--- src/rtl/mips_shift_pkg.sv ---
// Shared encodings for the MIPS right-shift unit, its decoder and the EX-stage controller.
// SHIFT_RIGHT_ROTATE_EN enables decoding of op 2'b10 as ROTR.
package mips_shift_pkg;

  typedef enum logic [1:0] {
    OP_SRL  = 2'b00,
    OP_SRA  = 2'b01,
    OP_ROTR = 2'b10
  } op_e;

  typedef enum logic [1:0] {
    ST_IDLE  = 2'b00,
    ST_SHIFT = 2'b01,
    ST_DONE  = 2'b10
  } state_e;

  // 2'b11 is always SRL; 2'b10 falls back to SRL when rotate is not built in.
  function automatic op_e decode_op(input logic [1:0] op);
    op_e dec;
    case (op)
      2'b01:   dec = OP_SRA;
`ifdef SHIFT_RIGHT_ROTATE_EN
      2'b10:   dec = OP_ROTR;
`endif
      default: dec = OP_SRL;
    endcase
    return dec;
  endfunction

endpackage

--- src/rtl/shr_step.sv ---
// Single combinational right-shift stage: shifts work by n (0..STEP) for the latched op.
// ROTR datapath only exists when SHIFT_RIGHT_ROTATE_EN is defined.
module shr_step
  import mips_shift_pkg::*;
#(
  parameter int WIDTH = 32,
  parameter int N_W   = 3
) (
  input  logic [WIDTH-1:0] work,
  input  logic [N_W-1:0]   n,
  input  logic [1:0]       op,
  output logic [WIDTH-1:0] result
);

  logic [WIDTH-1:0] srl_res;
  logic [WIDTH-1:0] sra_res;

  assign srl_res = work >> n;
  assign sra_res = WIDTH'($signed(work) >>> n);

`ifdef SHIFT_RIGHT_ROTATE_EN
  logic [WIDTH-1:0] rotr_res;

  // A left shift by WIDTH yields zero, so n == 0 needs no special case.
  assign rotr_res = (work >> n) | (work << (WIDTH - n));

  always_comb begin
    result = srl_res;
    if (op == OP_SRA) begin
      result = sra_res;
    end else if (op == OP_ROTR) begin
      result = rotr_res;
    end
  end
`else
  always_comb begin
    result = srl_res;
    if (op == OP_SRA) begin
      result = sra_res;
    end
  end
`endif

endmodule

--- src/rtl/shift_right_iter.sv ---
// Multi-cycle right shifter (SRL/SRA, optional ROTR) that moves STEP bits per clock.
// Define SHIFT_RIGHT_ROTATE_EN to make op 2'b10 perform ROTR.
module shift_right_iter
  import mips_shift_pkg::*;
#(
  parameter int WIDTH   = 32,
  parameter int SHAMT_W = 5,
  parameter int STEP    = 4
) (
  input  logic               clk,
  input  logic               rst_n,
  input  logic               start_i,
  input  logic [1:0]         op_i,
  input  logic [WIDTH-1:0]   data_i,
  input  logic [SHAMT_W-1:0] shamt_i,
  output logic               busy_o,
  output logic               done_o,
  output logic [WIDTH-1:0]   result_o
);

  localparam int N_W = $clog2(STEP + 1);

  state_e               state;
  state_e               state_next;
  op_e                  op_q;
  logic [WIDTH-1:0]     work;
  logic [WIDTH-1:0]     step_result;
  logic [SHAMT_W-1:0]   remaining;
  logic [N_W-1:0]       step_n;
  logic                 last_step;

  assign last_step = (int'(remaining) <= STEP);

  // Never shift past what is left, so remaining cannot underflow.
  always_comb begin
    step_n = N_W'(STEP);
    if (last_step) begin
      step_n = N_W'(remaining);
    end
  end

  shr_step #(
    .WIDTH (WIDTH),
    .N_W   (N_W)
  ) u_shr_step (
    .work   (work),
    .n      (step_n),
    .op     (op_q),
    .result (step_result)
  );

  always_ff @(posedge clk or negedge rst_n) begin
    if (!rst_n) begin
      state <= ST_IDLE;
    end else begin
      state <= state_next;
    end
  end

  always_comb begin
    state_next = state;
    busy_o     = 1'b0;
    done_o     = 1'b0;
    case (state)
      ST_IDLE: begin
        if (start_i) begin
          state_next = (shamt_i == '0) ? ST_DONE : ST_SHIFT;
        end
      end
      ST_SHIFT: begin
        busy_o = 1'b1;
        if (last_step) begin
          state_next = ST_DONE;
        end
      end
      ST_DONE: begin
        busy_o     = 1'b1;
        done_o     = 1'b1;
        state_next = ST_IDLE;
      end
      default: begin
        state_next = ST_IDLE;
      end
    endcase
  end

  // Operands are captured on accept so the requester may change them right away.
  always_ff @(posedge clk or negedge rst_n) begin
    if (!rst_n) begin
      work      <= '0;
      remaining <= '0;
      op_q      <= OP_SRL;
      result_o  <= '0;
    end else begin
      case (state)
        ST_IDLE: begin
          if (start_i) begin
            work      <= data_i;
            remaining <= shamt_i;
            op_q      <= decode_op(op_i);
            if (shamt_i == '0) begin
              result_o <= data_i;
            end
          end
        end
        ST_SHIFT: begin
          work      <= step_result;
          remaining <= remaining - SHAMT_W'(step_n);
          if (last_step) begin
            result_o <= step_result;
          end
        end
        default: begin
        end
      endcase
    end
  end

endmodule

--- config.mk ---
export PLATFORM = sky130hd
export DESIGN_NAME = shift_right_iter
export DESIGN_NICKNAME = d
export VERILOG_FILES = /design/src/rtl/mips_shift_pkg.sv /design/src/rtl/shr_step.sv /design/src/rtl/shift_right_iter.sv
export SDC_FILE = /design/constraint.sdc
export NUM_CORES = 1
export LEC_CHECK = 0
export CORE_ASPECT_RATIO = 0.75
export CORE_UTILIZATION = 50
export DETAILED_ROUTE_END_ITERATION = 16
export HOLD_SLACK_MARGIN = 0.15
export PLACE_DENSITY = 0.73
export SYNTH_ARGS = -nofsm -noshare
export SYNTH_HDL_FRONTEND = slang
export SYNTH_HIERARCHICAL = 1
export SYNTH_SLANG_ARGS = --single-unit
--- constraint.sdc ---
create_clock -name clk -period 2.8 [get_ports clk]
set_clock_uncertainty 0.2 [all_clocks]
set_input_delay 0.56 -clock clk [delete_from_list [all_inputs] [get_ports clk]]
set_output_delay 0.56 -clock clk [all_outputs]
set_load 0.05 [all_outputs]
==> impl_metrics.py <==
metrics = {
    "worst_setup_path": {
        "critPathKind": "reg -> reg",
        "cp_data_required_time_ns": 2.81,
        "startpoint_type": "flip-flop",
        "critPathArrivalTime_ns": 2.66,
        "cp_max_fo": 16,
        "crit_path_end_kind": "flip-flop",
    },
    "logic_synthesis": {
        "synth_edf_count": 0,
        "async_reset_ff_frac": 1.00,
        "synth.area.top_cells": "dfrtp_1 (39%), mux4_2 (10%), mux2i_1 (10%)",
        "ys_top_cells_by_count": "dfrtp_1 (72), mux2i_1 (46), o21ai_0 (45)",
        "yosysSeqAreaShare": 0.393,
        "ys.flop_type": "dfrtp_1",
        "synth_cell_types": 44,
        "yosys_warnings": 6,
        "yosys.area.top_type": "dfrtp_1",
        "synth-seq-cells": 72,
        "synth_top_area_share": 0.393,
        "postSynthCellCount": 418,
        "synth.avg_cell_area_um2": 11.0,
        "synth.most_common_cell": "dfrtp_1",
        "synth_area_um2": 4580,
    },
    "timing": {
        "finalHoldViolCount": 0,
        "holdWs_ns": 0.296,
        "max_freq_mhz": 376,
        "final.period_utilization": 0.949,
        "slew_headroom": 0.611,
        "tightest_slew_ns": 0.584,
        "min_period_ns": 2.66,
        "worst_slack_ns": 0.142,
        "rsz0062_at_grt": "no",
        "setup_viol": 0,
        "setup_tns_ns": 0,
        "slew_viol_final": 0,
    },
    "power_and_ir_drop": {
        "vdd_drop_max_mv": 0.672,
        "power_mw": 8.32,
        "power_density_nw_per_um2": 1450,
        "p_leak_nw": 2.26,
    },
    "drt": {
        "route.detailed.drc": 0,
        "avgViaCountPerCell": 6.01,
        "drtIter0Drc": 252,
        "ant_nets": 0,
        "drt-total-wl_um": 11600,
        "vias": 3626,
        "dr.pass1.iters": 5,
        "wire_per_inst_um": 19.3,
    },
    "clock_network": {
        "clock_path_buffers": 2,
        "cts_inserted_buffers": 9,
        "cts_sinks": 72,
        "clockRootBuffer": "clkbuf_16",
        "post_cts_buffers": 0,
        "clk_latency_ns": 0.33,
        "path_clk_slew_ns": 0.06,
        "tritoncts": "yes",
        "htreeDepth": 3,
    },
    "global_routing": {
        "grt_pass1_vias": 3606,
        "grt_pass1_wl_um": 19200,
        "antenna_found_initial": 0,
        "grt_usage": 0.265,
        "grt-ovfl-total": 0,
        "grt_max_degree": 36,
    },
    "layout": {
        "nNetsFinal": 537,
        "layout.cells.non_filler": 603,
        "regArea_um2": 1800,
        "multi_input_area_um2": 2530,
        "drive_above_1_share": 0.230,
        "areaGrowthSynthToFinish_pct": 25.5,
        "n_antenna_cell": 0,
        "fillers": 680,
    },
    "floorplan": {
        "core_area_um2": 8670,
        "fp.dieW_um": 113,
        "die_h_um": 84.9,
        "initial_core_util": 0.528,
        "rows": 29,
        "ios": 76,
        "dieArea_um2": 9550,
    },
    "place": {
        "port_buffers": 75,
        "dp_cells": 587,
        "gp_congestion": 0.864,
        "dp_hpwl_um": 8020,
        "post-place-ws_ns": 0.101,
    },
    "flow_run": {
        "max_cap_violations": 0,
    },
    "run_status": {
        "status": "complete, no violations",
    },
    "hold_path": {
        "hp-class": "reg -> reg",
    },
}
-- layout by cell type, fill, tap and decap left out, types with 6 or more instances in the layout --
master,count
buf_4,13
mux2_2,10
inv_1,6
mux4_2,21
o21ai_0,45
a21oi_1,38
nand2_1,13
clkbuf_16,9
mux2i_1,46
mux2_4,20
nor2_1,41
clkdlybuf4s50_1,74
o21ai_1,12
dfrtp_1,72
o21ai_2,21
-- registers in the layout, indices dropped and copies added, names as in the netlist --
name	count
result_o	32
remaining	5
state	2
op_q	1
work	32
-- power by group --
part / total [mW] / internal, mW / switching [mW]
clock network: 1.17 / 0.758 / 0.415
logic: 5.20 / 2.27 / 2.93
registers: 1.95 / 1.55 / 0.400
-- metal layers --
metal / global-route usage / share of wire / up-vias
li1: - / - / 1669
met1: 0.393 / 0.47 / 1778
met2: 0.404 / 0.44 / 166
met3: 0.0421 / 0.073 / 13
met4: 0.0788 / 0.0095 / 0
met5: 0 / 0 / -
-- path summary, 6_finish.rpt --
| path | from | end | slack, ns | cells past startpoint |
|---|---|---|---|---|
| worst max-delay path | remaining[3] | work[14] | 0.14 | 7 |
| worst min-delay path | result_o[30] | result_o[30] | 0.30 | 2 |
| worst max register to register | remaining[3] | work[14] | 0.14 | 7 |
| worst min register to register | result_o[30] | result_o[30] | 0.30 | 2 |
| max in group asynchronous | rst_n | result_o[1] | 1.11 | 3 |
| min in group asynchronous | rst_n | result_o[31] | 0.52 | 2 |
-- worst max-delay path: stages (launching register included) --
cell and delay, ns:
dfrtp_1 0.42, nor3_1 0.23, and2_2 0.22, buf_12 0.17
mux2_4 0.34, mux4_2 0.49, mux2i_1 0.33, a21oi_1 0.13
-- layout make-up --
cell class                 instances  area share
tap                              108      0.0235
sequential                        72       0.314
clock buffer                      13      0.0470
clock inverter                     2     0.00653
multi-input combinational        307       0.440
inverter                           7     0.00457
timing repair buffer              94       0.164
-- metrics by stage --
step,utilization,cell area [um2]
CTS,0.662,5740
global placement,0.626,5430
detailed placement,0.626,5430
global route,0.663,5750
floorplan,-,4580
finish,0.663,5750
-- cells by family (layout without fill, tap and decap cells) --
logic type	count (synthesis)	count (layout)	share of synthesized area
AO/OA/AOI/OAI	129	129	0.169
multiplexers	97	97	0.294
AND/OR/NAND/NOR	74	74	0.0757
flip-flops	72	72	0.393
buffers and inverters	40	116	0.0557
adder cells (fa/ha/maj)	4	4	0.0109
other	2	3	0.00164
-- repair_timing --
action / CTS / global route
endpoints found under the hold margin: 17 / 0
resized for setup: 0 / 1
hold buffers: 1 / 0
setup endpoints to repair: 0 / 3
(Power assumes the default switching activity.)
==> RTL change 1: new RTL, config.mk and constraints unchanged <==
Set the parameter `STEP` to 8 (it was 4).
--- a/src/rtl/shift_right_iter.sv
+++ b/src/rtl/shift_right_iter.sv
@@ -5,7 +5,7 @@
 #(
   parameter int WIDTH   = 32,
   parameter int SHAMT_W = 5,
-  parameter int STEP    = 4
+  parameter int STEP    = 8
 ) (
   input  logic               clk,
   input  logic               rst_n,
Behaviour: not the same (a bounded check fails within 4 cycles, from zero or initial values and one cycle with rst_n low).
==> RTL change 1 against the unedited design <==
Total power grew 14%; combinational power increased by 16%; die area is 2.2% higher; sequential cell count unchanged; final area grew 8.6%; synthesized area is 2.2% higher; setup slack lost 0.071 ns; routed wire length is 28% higher; largest cell class unchanged; highest routed layer unchanged.
==> RTL change 1: results <==
set metrics [dict create \
    htreeDepth 3 \
    synth_ff_type "dfrtp_1" \
    grt_pass1_wl_um 23000 \
    drtIter0Drc 448 \
    worstSkewPairLatency_ns 0.34 \
    slew-limit-headroom_pct 45.9 \
    worstPathArrival_ns 2.74 \
    io_buffers 75 \
    dp_hpwl_um 10500 \
    routed_wl_um 14900 \
    grt_pass1_vias 4179 \
    crit_path_max_incr_delay_ns 0.54 \
    fin_nets 628 \
    crit_path_max_fanout 23 \
    peakVddDrop_mv 0.958 \
    area_delta_synth_final_pct 33.3 \
    final_layout_size_suffix_gt1_share_pct 19.6 \
    cp_slowest_cell "mux4_2" \
    dr_total_vias 4361 \
    grt.total_usage_pct 31.8 \
    synth_warnings 6 \
    reg_top3 "result_o x32, work x32, remaining x5" \
    clock_path_buffers 2 \
    n_antenna_cell 0 \
    ys_top_cells_by_count "a21oi_1 (115), dfrtp_1 (72), mux2i_1 (51), nor2_1 (51), nand2_1 (26)" \
    hold_path_class "reg -> reg" \
    antenna_found_initial 0 \
    p_leak_nw 2.52 \
    grt_max_degree 41 \
    yosysSeqAreaShare_pct 38.5 \
    ys_top_cells_by_area "dfrtp_1 (38%), a21oi_1 (12%), mux2i_1 (11%)" \
    routabilityCongestion 0.966 \
    ys_types 50 \
    status "finished clean" \
    dr.pass1.iters 5 \
    dp_slack_ns -0.138 \
    ys_async_sr_fraction_pct 100 \
    path_clk_slew_ns 0.06 \
    numCtsBuffers 9 \
    clock_tree.root_cell "clkbuf_16" \
]
==> RTL change 1: layout make-up <==
type / count / area (um^2)
inverter: 12 / 45.0
timing repair buffer: 125 / 1190
tap: 128 / 160
fill: 698 / 2840
sequential: 72 / 1800
clock buffer: 12 / 256
multi-input combinational: 362 / 2710
clock inverter: 4 / 76.3
==> RTL change 1: cells by family (layout without fill, tap and decap cells) <==
logic type,count (synthesis),after routing,share of synthesized area [%]
flops,72,72,38.5
buf+inv,51,153,5.00
fa+ha+maj,4,4,1.07
simple gates,102,102,9.70
compound gates,162,162,20.2
mux,90,90,25.4
other cells,2,4,0.160
==> RTL change 1: worst paths after layout <==
path,slack (ns),cells after the start,from,endpoint
min in group asynchronous,0.53,2,rst_n,result_o[4]
hold reg to reg,0.33,2,result_o[6],result_o[6]
setup reg to reg,0.07,9,remaining[4],result_o[19]
max in group asynchronous,1.18,3,rst_n,remaining[2]
setup / recovery,0.07,9,remaining[4],result_o[19]
hold / removal,0.33,2,result_o[6],result_o[6]
==> RTL change 1: through the flow <==
stage	cell area (um^2)	utilization, %	hold slack [ns]	cells
6_report	6240	68.7	0.333	715
5_1_grt	6240	68.7	0.352	715
4_1_cts	6180	68.1	0.335	713
3_5_place_dp	5810	64.0	0.313	693
3_3_place_gp	5810	64.0	0.312	693
2_1_floorplan	4690	-	0.0644	485
==> RTL change 1: critical path, delay by kind of cell, from the launching register on <==
| family | cells | cell delay (ns) |
|---|---|---|
| buffers and inverters | 1 | 0.20 |
| flip-flops | 1 | 0.39 |
| AND/OR/NAND/NOR | 3 | 0.58 |
| AO/OA/AOI/OAI | 2 | 0.33 |
| multiplexers | 3 | 0.90 |
==> RTL change 1: what timing repair did <==
| action | 4_1_cts | 5_1_grt |
|---|---|---|
| endpoints found under the hold margin | 20 | 0 |
| setup endpoints to repair | 10 | 28 |
| hold buffers | 1 | 0 |
| resized for setup | 3 | 11 |
| setup buffers | 3 | 3 |
| pin swaps | 1 | 7 |
==> RTL change 1: layer usage <==
metal / vias to the layer above / track usage, % / part of all wire, %
met3: 34 / 8.69 / 10
met4: 0 / 11.0 / 2.4
met5: - / 0 / 0
li1: 1976 / - / -
met1: 2123 / 48.6 / 46
met2: 228 / 43.1 / 41
==> RTL change 1: power breakdown <==
part	leakage (nW)	internal (W)	total, W	switching [W]
clock	0.159	0.000831	0.00130	0.000468
combinational	1.56	0.00251	0.00604	0.00353
sequential	0.804	0.00157	0.00211	0.000542
==> RTL change 2: new RTL, same settings <==
Made on the original files. Encoding of `state_e`: now one-hot (3 bits for 3 states).
--- a/src/rtl/mips_shift_pkg.sv
+++ b/src/rtl/mips_shift_pkg.sv
@@ -8,10 +8,10 @@
     OP_ROTR = 2'b10
   } op_e;
 
-  typedef enum logic [1:0] {
-    ST_IDLE  = 2'b00,
-    ST_SHIFT = 2'b01,
-    ST_DONE  = 2'b10
+  typedef enum logic [2:0] {
+    ST_IDLE  = 3'b001,
+    ST_SHIFT = 3'b010,
+    ST_DONE  = 3'b100
   } state_e;
 
   // 2'b11 is always SRL; 2'b10 falls back to SRL when rotate is not built in.
Check against the original RTL: same outputs for any inputs over 4 cycles, from zero or initial values and one cycle with rst_n low; so few cycles prove little.
==> RTL change 2 against the unedited design <==
Sequential cell count grew 1; count of clock-buffer cells in the layout fell by 1; global-route usage decreased by 3.5 points; final area up 3.7%; utilization is 0.69 points lower; hold slack worse by 0.0073 ns; setup slack lost 0.049 ns; synthesized area rose by 2.3%; total power shrank 11%; routed wire length shrank 8.5%; largest cell class unchanged.
==> RTL change 2: results <==
set metrics [dict create \
    peakVddDrop_mv 0.697 \
    numCtsBuffers 9 \
    hold_depth 1 \
    grt_pass1_vias 3562 \
    ys_top_cells_by_count "nand2_1 (114), dfrtp_1 (72), mux2i_1 (45)" \
    worstSkewPairLatency_ns 0.33 \
    min_to "result_o[10]" \
    place_area_um2 5610 \
    ys_top_cells_by_area "dfrtp_1 (38%), mux4_2 (10%), mux2i_1 (9.6%)" \
    path_clk_slew_ns 0.06 \
    min_period_over_period_pct 96.7 \
    drtIter0Drc 227 \
    yosysSeqAreaShare_pct 39.0 \
    antenna_found_initial 0 \
    worstPathArrival_ns 2.72 \
    crit_path_max_fanout 12 \
    fin_nets 554 \
    dr.pass1.iters 5 \
    ys_async_sr_fraction_pct 100 \
    rrSetupSlack_ns 0.09 \
    final_layout_size_suffix_gt1_share_pct 23.3 \
    status "finished clean" \
    clock_tree.root_cell "clkbuf_16" \
    r2r_cells 8 \
    grt.total_usage_pct 23.0 \
    path_delay_family "multiplexers" \
    p_leak_nw 2.59 \
    hold_path_class "reg -> reg" \
    worst_slew_pin_slew_ns 0.612 \
    dp_hpwl_um 7480 \
    cp_slowest_cell "mux4_2" \
    routabilityCongestion 0.909 \
    synth_warnings 6 \
    grt_pass1_wl_um 17800 \
    dp_slack_ns 0.0231 \
    clock_path_buffers 2 \
    n_antenna_cell 0 \
    crit_path_max_incr_delay_ns 0.48 \
    r2r_start "remaining[3]" \
    grt_max_degree 65 \
    routed_wl_um 10600 \
    reg_top3 "result_o x32, work x32, remaining x5" \
    io_buffers 75 \
    vias_per_cell 5.60 \
    htreeDepth 3 \
    r2r_end "result_o[26]" \
    ys_types 41 \
    min_from "result_o[10]" \
]
-- RTL change 2: cell types whose count changed after synthesis, sizes merged, moves of 3 or more --
cell,unedited run,this run
o21ai,78,44
nor2,42,8
inv,7,4
nand2,13,114
and2b,3,0
mux2,30,61
ha,4,1
a21oi,39,5
clkbuf,10,7
-- RTL change 2: cells by family (layout without fill, tap and decap cells) --
group	count (synthesis)	after routing	share of synthesized area, %
AOI/OAI and AO/OA	58	58	7.16
muxes	127	127	35.9
buffers and inverters	34	113	4.81
other	2	3	0.160
adders and majority gates	1	1	0.267
and+or+nand+nor	141	141	12.7
DFF	73	73	39.0
-- RTL change 2: timing repair --
item                                    in CTS  in global routing
setup buffers                                0                  0
hold buffers                                 1                  0
endpoints found under the hold margin       64                  0
endpoints found under the setup margin       0                  3
resized for setup                            0                  1
-- RTL change 2: through the flow --
| stage | hold WS, ns | util, % | cells |
|---|---|---|---|
| final | 0.288 | 65.6 | 644 |
| after global routing | 0.313 | 65.6 | 644 |
| after floorplan | 0.0644 | - | 437 |
| after detailed placement | 0.280 | 61.8 | 627 |
| after global placement | 0.267 | 61.8 | 627 |
| after CTS | 0.292 | 65.6 | 644 |
-- RTL change 2: worst register-to-register path, delay by kind of cell (launching register included) --
family / cells / cell delay, ns
simple gates: 4 / 0.66
flops: 1 / 0.40
mux: 3 / 1.08
buf+inv: 1 / 0.23
-- RTL change 2: worst max-delay path by stage --
stage	from	end	cells after the start
floorplan	remaining[2]	result_o[10]	9
global placement	shamt_i[2]	result_o[13]	5
detailed placement	shamt_i[2]	result_o[15]	5
CTS	remaining[3]	result_o[26]	8
global route	remaining[3]	result_o[6]	8
finish	remaining[3]	result_o[26]	8
-- RTL change 2: area by class of cell --
class                           instances  area (um^2)
Fill cell                             737         3130
Tap cell                              128          160
Sequential cell                        73         1830
Timing Repair Buffer                   93          968
Clock buffer                           12          256
Inverter                                4         15.0
Clock inverter                          4         75.1
Multi-Input combinational cell        330         2650
-- RTL change 2: metal layers --
metal	up-vias	global-route usage, %	part of all wire, %
li1	1702	-	-
met5	-	0	0
met1	1791	34.0	50
met2	105	35.0	45
met4	0	5.19	0.82
met3	10	4.59	4.8
-- RTL change 2: report_power, final --
group          switching [W]  internal (W)
sequential          0.000419       0.00158
clock               0.000437      0.000829
combinational        0.00221       0.00196
